<file path="src/rtl/core_pkg.sv">
// Shared load/store encodings, FSM state type and alignment helpers for the
// memory stage.
package core_pkg;

  localparam int XLEN = 64;

  localparam logic [2:0] LSU_B  = 3'b000;
  localparam logic [2:0] LSU_H  = 3'b001;
  localparam logic [2:0] LSU_W  = 3'b010;
  localparam logic [2:0] LSU_D  = 3'b011;
  localparam logic [2:0] LSU_BU = 3'b100;
  localparam logic [2:0] LSU_HU = 3'b101;
  localparam logic [2:0] LSU_WU = 3'b110;

  typedef enum logic {
    MEM_IDLE = 1'b0,
    MEM_REQ  = 1'b1
  } mem_state_e;

  // funct3 = 111 has no legal size, so it is reported as misaligned.
  function automatic logic lsu_aligned(input logic [2:0] f3, input logic [2:0] off);
    logic ok;
    case (f3)
      LSU_B, LSU_BU:  ok = 1'b1;
      LSU_H, LSU_HU:  ok = (off[0] == 1'b0);
      LSU_W, LSU_WU:  ok = (off[1:0] == 2'b00);
      LSU_D:          ok = (off == 3'b000);
      default:        ok = 1'b0;
    endcase
    return ok;
  endfunction

  function automatic logic [7:0] lsu_size_mask(input logic [2:0] f3);
    logic [7:0] m;
    case (f3[1:0])
      2'b00:   m = 8'h01;
      2'b01:   m = 8'h03;
      2'b10:   m = 8'h0F;
      default: m = 8'hFF;
    endcase
    return m;
  endfunction

endpackage

</file>
<file path="src/rtl/load_align.sv">
// Combinational load-data extraction: shifts the addressed lanes down to bit 0,
// truncates to the access size and sign- or zero-extends.
module load_align
  import core_pkg::*;
(
  input  logic [XLEN-1:0] rdata_i,
  input  logic [2:0]      offset_i,
  input  logic [2:0]      funct3_i,
  output logic [XLEN-1:0] data_o
);

  logic [XLEN-1:0] shifted;

  assign shifted = rdata_i >> {offset_i, 3'b000};

  always_comb begin
    data_o = shifted;
    case (funct3_i)
      LSU_B:   data_o = {{(XLEN-8){shifted[7]}}, shifted[7:0]};
      LSU_H:   data_o = {{(XLEN-16){shifted[15]}}, shifted[15:0]};
      LSU_W:   data_o = {{(XLEN-32){shifted[31]}}, shifted[31:0]};
      LSU_BU:  data_o = {{(XLEN-8){1'b0}}, shifted[7:0]};
      LSU_HU:  data_o = {{(XLEN-16){1'b0}}, shifted[15:0]};
      LSU_WU:  data_o = {{(XLEN-32){1'b0}}, shifted[31:0]};
      default: data_o = shifted;
    endcase
  end

endmodule

</file>
<file path="src/rtl/mem_stage.sv">
// Memory-access pipeline stage: passes ALU results to write-back, or runs one
// load/store on the data-memory bus while stalling upstream.
module mem_stage
  import core_pkg::*;
(
  input  logic            CLK,
  input  logic            RST,
  input  logic [XLEN-1:0] alu_res_i,
  input  logic [XLEN-1:0] store_data_i,
  input  logic [2:0]      funct3_i,
  input  logic [4:0]      rd_i,
  input  logic            write_back_i,
  input  logic            load_flag_i,
  input  logic            mem_en_i,
  output logic            mem_req,
  output logic            mem_we,
  output logic [XLEN-1:0] mem_addr,
  output logic [XLEN-1:0] mem_wdata,
  output logic [7:0]      mem_wstrb,
  input  logic [XLEN-1:0] mem_rdata,
  input  logic            mem_ack,
  output logic            stall_o,
  output logic [XLEN-1:0] wb_data_o,
  output logic            wb_en_o,
  output logic [4:0]      rd_o,
  output logic            misalign_o,
  output mem_state_e      state_o
);

  // Bus handshake: mem_req rises the edge after an aligned memory op is
  // accepted and, with mem_we/addr/wdata/wstrb, holds until the cycle mem_ack
  // is sampled high; that edge completes the transfer and drops mem_req.
  // mem_ack outside a request is ignored. Reset may drop mem_req without ack.
  mem_state_e      state_q;
  logic            mem_req_q, mem_we_q, wb_en_q, misalign_q;
  logic [XLEN-1:0] mem_addr_q, mem_wdata_q, wb_data_q;
  logic [7:0]      mem_wstrb_q;
  logic [4:0]      rd_q;
  logic [2:0]      off_q, f3_q;
  logic            aligned;
  logic [XLEN-1:0] load_val;

  assign aligned = lsu_aligned(funct3_i, alu_res_i[2:0]);
  assign stall_o = (state_q == MEM_IDLE) ? (mem_en_i && aligned) : !mem_ack;

  load_align u_load_align (
    .rdata_i  (mem_rdata),
    .offset_i (off_q),
    .funct3_i (f3_q),
    .data_o   (load_val)
  );

  always_ff @(posedge CLK) begin
    if (RST) begin
      state_q     <= MEM_IDLE;
      mem_req_q   <= 1'b0;
      mem_we_q    <= 1'b0;
      mem_addr_q  <= '0;
      mem_wdata_q <= '0;
      mem_wstrb_q <= 8'h00;
      wb_data_q   <= '0;
      wb_en_q     <= 1'b0;
      rd_q        <= 5'd0;
      misalign_q  <= 1'b0;
      off_q       <= 3'd0;
      f3_q        <= 3'd0;
    end else begin
      misalign_q <= 1'b0;
      wb_en_q    <= 1'b0;
      case (state_q)
        MEM_IDLE: begin
          rd_q <= rd_i;
          if (!mem_en_i) begin
            wb_data_q <= alu_res_i;
            wb_en_q   <= write_back_i && (rd_i != 5'd0);
          end else if (!aligned) begin
            misalign_q <= 1'b1;
          end else begin
            state_q     <= MEM_REQ;
            mem_req_q   <= 1'b1;
            mem_we_q    <= !load_flag_i;
            mem_addr_q  <= {alu_res_i[XLEN-1:3], 3'b000};
            mem_wdata_q <= store_data_i << {alu_res_i[2:0], 3'b000};
            mem_wstrb_q <= load_flag_i ? 8'hFF
                                       : (lsu_size_mask(funct3_i) << alu_res_i[2:0]);
            off_q       <= alu_res_i[2:0];
            f3_q        <= funct3_i;
          end
        end
        MEM_REQ: begin
          if (mem_ack) begin
            state_q     <= MEM_IDLE;
            mem_req_q   <= 1'b0;
            mem_wstrb_q <= 8'h00;
            rd_q        <= rd_i;
            if (!mem_we_q) begin
              wb_data_q <= load_val;
              wb_en_q   <= write_back_i && (rd_i != 5'd0);
            end
          end
        end
        default: state_q <= MEM_IDLE;
      endcase
    end
  end

  assign mem_req    = mem_req_q;
  assign mem_we     = mem_we_q;
  assign mem_addr   = mem_addr_q;
  assign mem_wdata  = mem_wdata_q;
  assign mem_wstrb  = mem_wstrb_q;
  assign wb_data_o  = wb_data_q;
  assign wb_en_o    = wb_en_q;
  assign rd_o       = rd_q;
  assign misalign_o = misalign_q;
  assign state_o    = state_q;

endmodule

</file>
<file path="config.mk">
export PLATFORM = sky130hd
export DESIGN_NAME = mem_stage
export DESIGN_NICKNAME = d
export VERILOG_FILES = /design/src/rtl/core_pkg.sv /design/src/rtl/load_align.sv /design/src/rtl/mem_stage.sv
export SDC_FILE = /design/constraint.sdc
export NUM_CORES = 1
export LEC_CHECK = 0
export ABC_AREA = 1
export CELL_PAD_IN_SITES_DETAIL_PLACEMENT = 0
export CELL_PAD_IN_SITES_GLOBAL_PLACEMENT = 1
export CORE_ASPECT_RATIO = 1.5
export CORE_UTILIZATION = 33
export CTS_CLUSTER_DIAMETER = 100
export DETAILED_ROUTE_END_ITERATION = 6
export PLACE_DENSITY = 0.91
export SYNTH_ARGS = -nofsm -noshare
export SYNTH_HDL_FRONTEND = slang
export SYNTH_SLANG_ARGS = --single-unit
</file>
<file path="constraint.sdc">
create_clock -name CLK -period 3 [get_ports CLK]
set_clock_uncertainty 0.15 [all_clocks]
set_input_delay 0.3 -clock CLK [delete_from_list [all_inputs] [get_ports CLK]]
set_output_delay 0.3 -clock CLK [all_outputs]
set_load 0.005 [all_outputs]
</file>
==> flow_summary.yaml <==
synthesis:
  ys_warn_count: 0
  netlist_instances: 1942
  yosysTopAreaCellShare_pct: 35.4
  synth_area_leader_cell: "dfxtp_1"
  synthTopCellsByArea: "dfxtp_1, nand2_1, o21ai_0"
  async_flop_share_pct: 0
  ys_types: 29
  syn_area_mm2: 0.0120
  synthTopCellsByCount: "nand2_1, nor2_1, dfxtp_1"
  syn_avg_cell_area_um2: 6.20
  ys_seq_area_share_pct: 35.4
  ys.flop_type: "dfxtp_1"
  synth-seq-cells: 213
  synth-edff-count: 0
  synth_most_common_cell: "nand2_1"
setup_path:
  crit_path_end: "stall_o"
  cp_data_arrival_time_ps: 2230
  ff2ff_path_depth: 10
  rr_endpoint: "wb_data_o[33]$_SDFFE_PP0P_"
  critPathLaunch: "state_o$_SDFF_PP0_"
  endpoint_kind: "primary output"
  r2r_slack_ps: 460
  start_kind: "flop"
  r2r_start: "off_q[2]$_SDFFE_PP0P_"
  cp_max_fo: 21
  cp.required_ps: 2550
  path_class: "flop to primary output"
route:
  drc: 0
  viasPerCell: 5.19
  routed-via-count: 14319
  antenna_left: 0
  wire_per_inst_um: 20.2
  first_iter_violations: 960
  routed_wl_um: 55700
  drt_first_pass_iters: 6
final_layout:
  syn_to_final_growth_pct: 43.3
  fillCellCount: 3795
  num-nets-final: 2471
  antenna_cells: 0
  drive_gt1_share_pct: 6.18
clock_network:
  clock_latency_ps: 540
  numCtsBuffers: 23
  cts_root_buf: "clkbuf_16"
  h-tree-depth: 1
  clk_path_buf_depth: 3
  holdBufCountCts: 0
  cts_setup_buffers: 0
  cts_tree: "yes"
  ctsResizeCount: 0
  clk_pin_slew_ps: 60
  cts.sinks: 213
sta:
  slew_headroom_pct: 44.9
  setup_viol: 0
  drv_slew: 0
  hold_ws_ps: 127
  rsz0062_at_grt: "false"
  hold_viol: 0
  worst_slew_pin_slew_ps: 827
  fin_crit_ps: 2680
  max_freq_ghz: 0.373
  final.setup.tns_ps: 0
  post-route-period-util_pct: 89.4
grt:
  grt_overflow: 0
  grt_max_degree: 110
  antenna_found_initial: 0
  grt_pass1_vias: 13831
  track_usage_pct: 29.2
  grt_first_pass_wirelength_um: 82300
floorplanning:
  start_util_pct: 33.5
  rows: 85
  die_height_um: 236
  io_pins: 417
  core_area_mm2: 0.0359
  die-area_mm2: 0.0373
  dieWidth_um: 158
worst_hold_path:
  hold_path.class: "primary input to flop"
  hold_start: "alu_res_i[1]"
pwr:
  power.density_mw_per_mm2: 491
  ir_drop_mv: 0.295
  power_leakage_nw: 7.17
placement:
  place_hpwl_um: 42200
  gp_congestion: 1.01
  port_buffers: 413
flow_run:
  maxCapViolations: 0
outcome:
  status: "completed"
==> power breakdown <==
group | internal, mW | total [mW] | switching, mW
clock | 1.66 | 2.94 | 1.29
sequential | 3.05 | 3.19 | 0.136
combinational | 1.06 | 2.35 | 1.29
total | 5.76 | 8.48 | 2.71
==> cell usage in the layout, fill, tap and decap left out <==
cell type | netlist | layout
nand2_1 | 538 | 538
clkinv_2 | 0 | 6
clkbuf_1 | 79 | 4
or2_2 | 41 | 41
clkbuf_8 | 0 | 2
o21bai_1 | 13 | 13
nor2_4 | 1 | 2
o31ai_1 | 2 | 2
mux2i_1 | 16 | 16
inv_6 | 0 | 1
nor4_1 | 1 | 1
buf_2 | 49 | 3
a21oi_2 | 1 | 1
dfxtp_4 | 0 | 1
o21ai_2 | 1 | 1
inv_16 | 0 | 1
clkinv_1 | 3 | 2
o21ai_0 | 205 | 205
o22ai_1 | 10 | 10
inv_4 | 0 | 2
nor2_1 | 239 | 238
conb_1 | 1 | 3
a21oi_1 | 165 | 165
nor3_1 | 5 | 5
dfxtp_2 | 0 | 1
inv_2 | 4 | 4
nand3_1 | 179 | 179
clkbuf_16 | 0 | 23
inv_1 | 60 | 59
nand2_4 | 0 | 1
dfxtp_1 | 213 | 211
clkinvlp_4 | 0 | 1
bufinv_16 | 0 | 2
o211ai_1 | 3 | 3
buf_4 | 8 | 37
buf_12 | 0 | 9
clkinv_4 | 0 | 2
nand4_1 | 32 | 32
clkdlybuf4s50_1 | 0 | 410
o21ai_1 | 45 | 45
==> through the flow <==
step           std cells  utilization [%]  total power [mW]  setup slack (ps)  instance area (µm²)
3_3_place_gp        2718             45.9              5.57               426                16500
6_report            2760             48.0              8.48               318                17300
5_1_grt             2760             48.0              8.89               217                17300
2_1_floorplan       1944                -              4.36              1180                12100
3_5_place_dp        2718             45.9              5.58               413                16500
4_1_cts             2760             48.0              8.55               286                17300
==> registers in the layout, summed over array words and instances (netlist names) <==
signal      cells
mem_wdata      64
wb_data_o      64
mem_addr       61
mem_wstrb       8
rd_o            5
f3_q            3
off_q           3
mem_req         1
mem_we          1
misalign_o      1
state_o         1
wb_en_o         1
==> critical path, stage by stage, from the launching register on <==
cell and delay [ps]:
dfxtp_4 340, inv_1 70, buf_4 300, nand2_1 170, inv_1 130, nand2_4 90
nand2_1 70, clkdlybuf4s50_1 530
==> worst min-delay path by stage <==
stage | to | slack (ps) | cells after the start
5_1_grt | mem_wstrb[0]$_SDFFE_PP0P_ | 150 | 6
3_3_place_gp | mem_wdata[5]$_SDFFE_PP0P_ | 300 | 2
4_1_cts | mem_wstrb[0]$_SDFFE_PP0P_ | 100 | 6
6_report | mem_wstrb[0]$_SDFFE_PP0P_ | 130 | 6
3_5_place_dp | mem_wdata[41]$_SDFFE_PP0P_ | 300 | 2
2_1_floorplan | wb_en_o$_SDFF_PP0_ | 290 | 2
==> metal layers <==
layer | GRT usage [%] | part of all wire, % | vias to the layer above
li1 | - | - | 7027
met1 | 29.2 | 35 | 6612
met2 | 55.1 | 52 | 555
met3 | 5.11 | 6.1 | 125
met4 | 16.7 | 6.2 | 0
met5 | 0 | 0 | -
==> kinds of logic (layout without fill, tap and decap cells) <==
| logic type | Yosys count | after routing | synth area share, % |
|---|---|---|---|
| buffers and inverters | 230 | 568 | 8.36 |
| muxes | 16 | 16 | 1.33 |
| other | 1 | 3 | 0.0311 |
| and+or+nand+nor | 1037 | 1037 | 35.8 |
| AOI/OAI and AO/OA | 445 | 445 | 19.0 |
| DFF | 213 | 213 | 35.4 |
==> area by class of cell <==
class | count | area [µm²] | share of cell area [%]
multi-input cells | 1501 | 6790 | 39.4
repair buffers | 459 | 4580 | 26.5
flip-flops and latches | 213 | 4270 | 24.7
clock buffers | 29 | 618 | 3.58
well taps | 478 | 598 | 3.47
inverters | 67 | 256 | 1.49
clock inverters | 13 | 144 | 0.834
(Power assumes the default switching activity.)
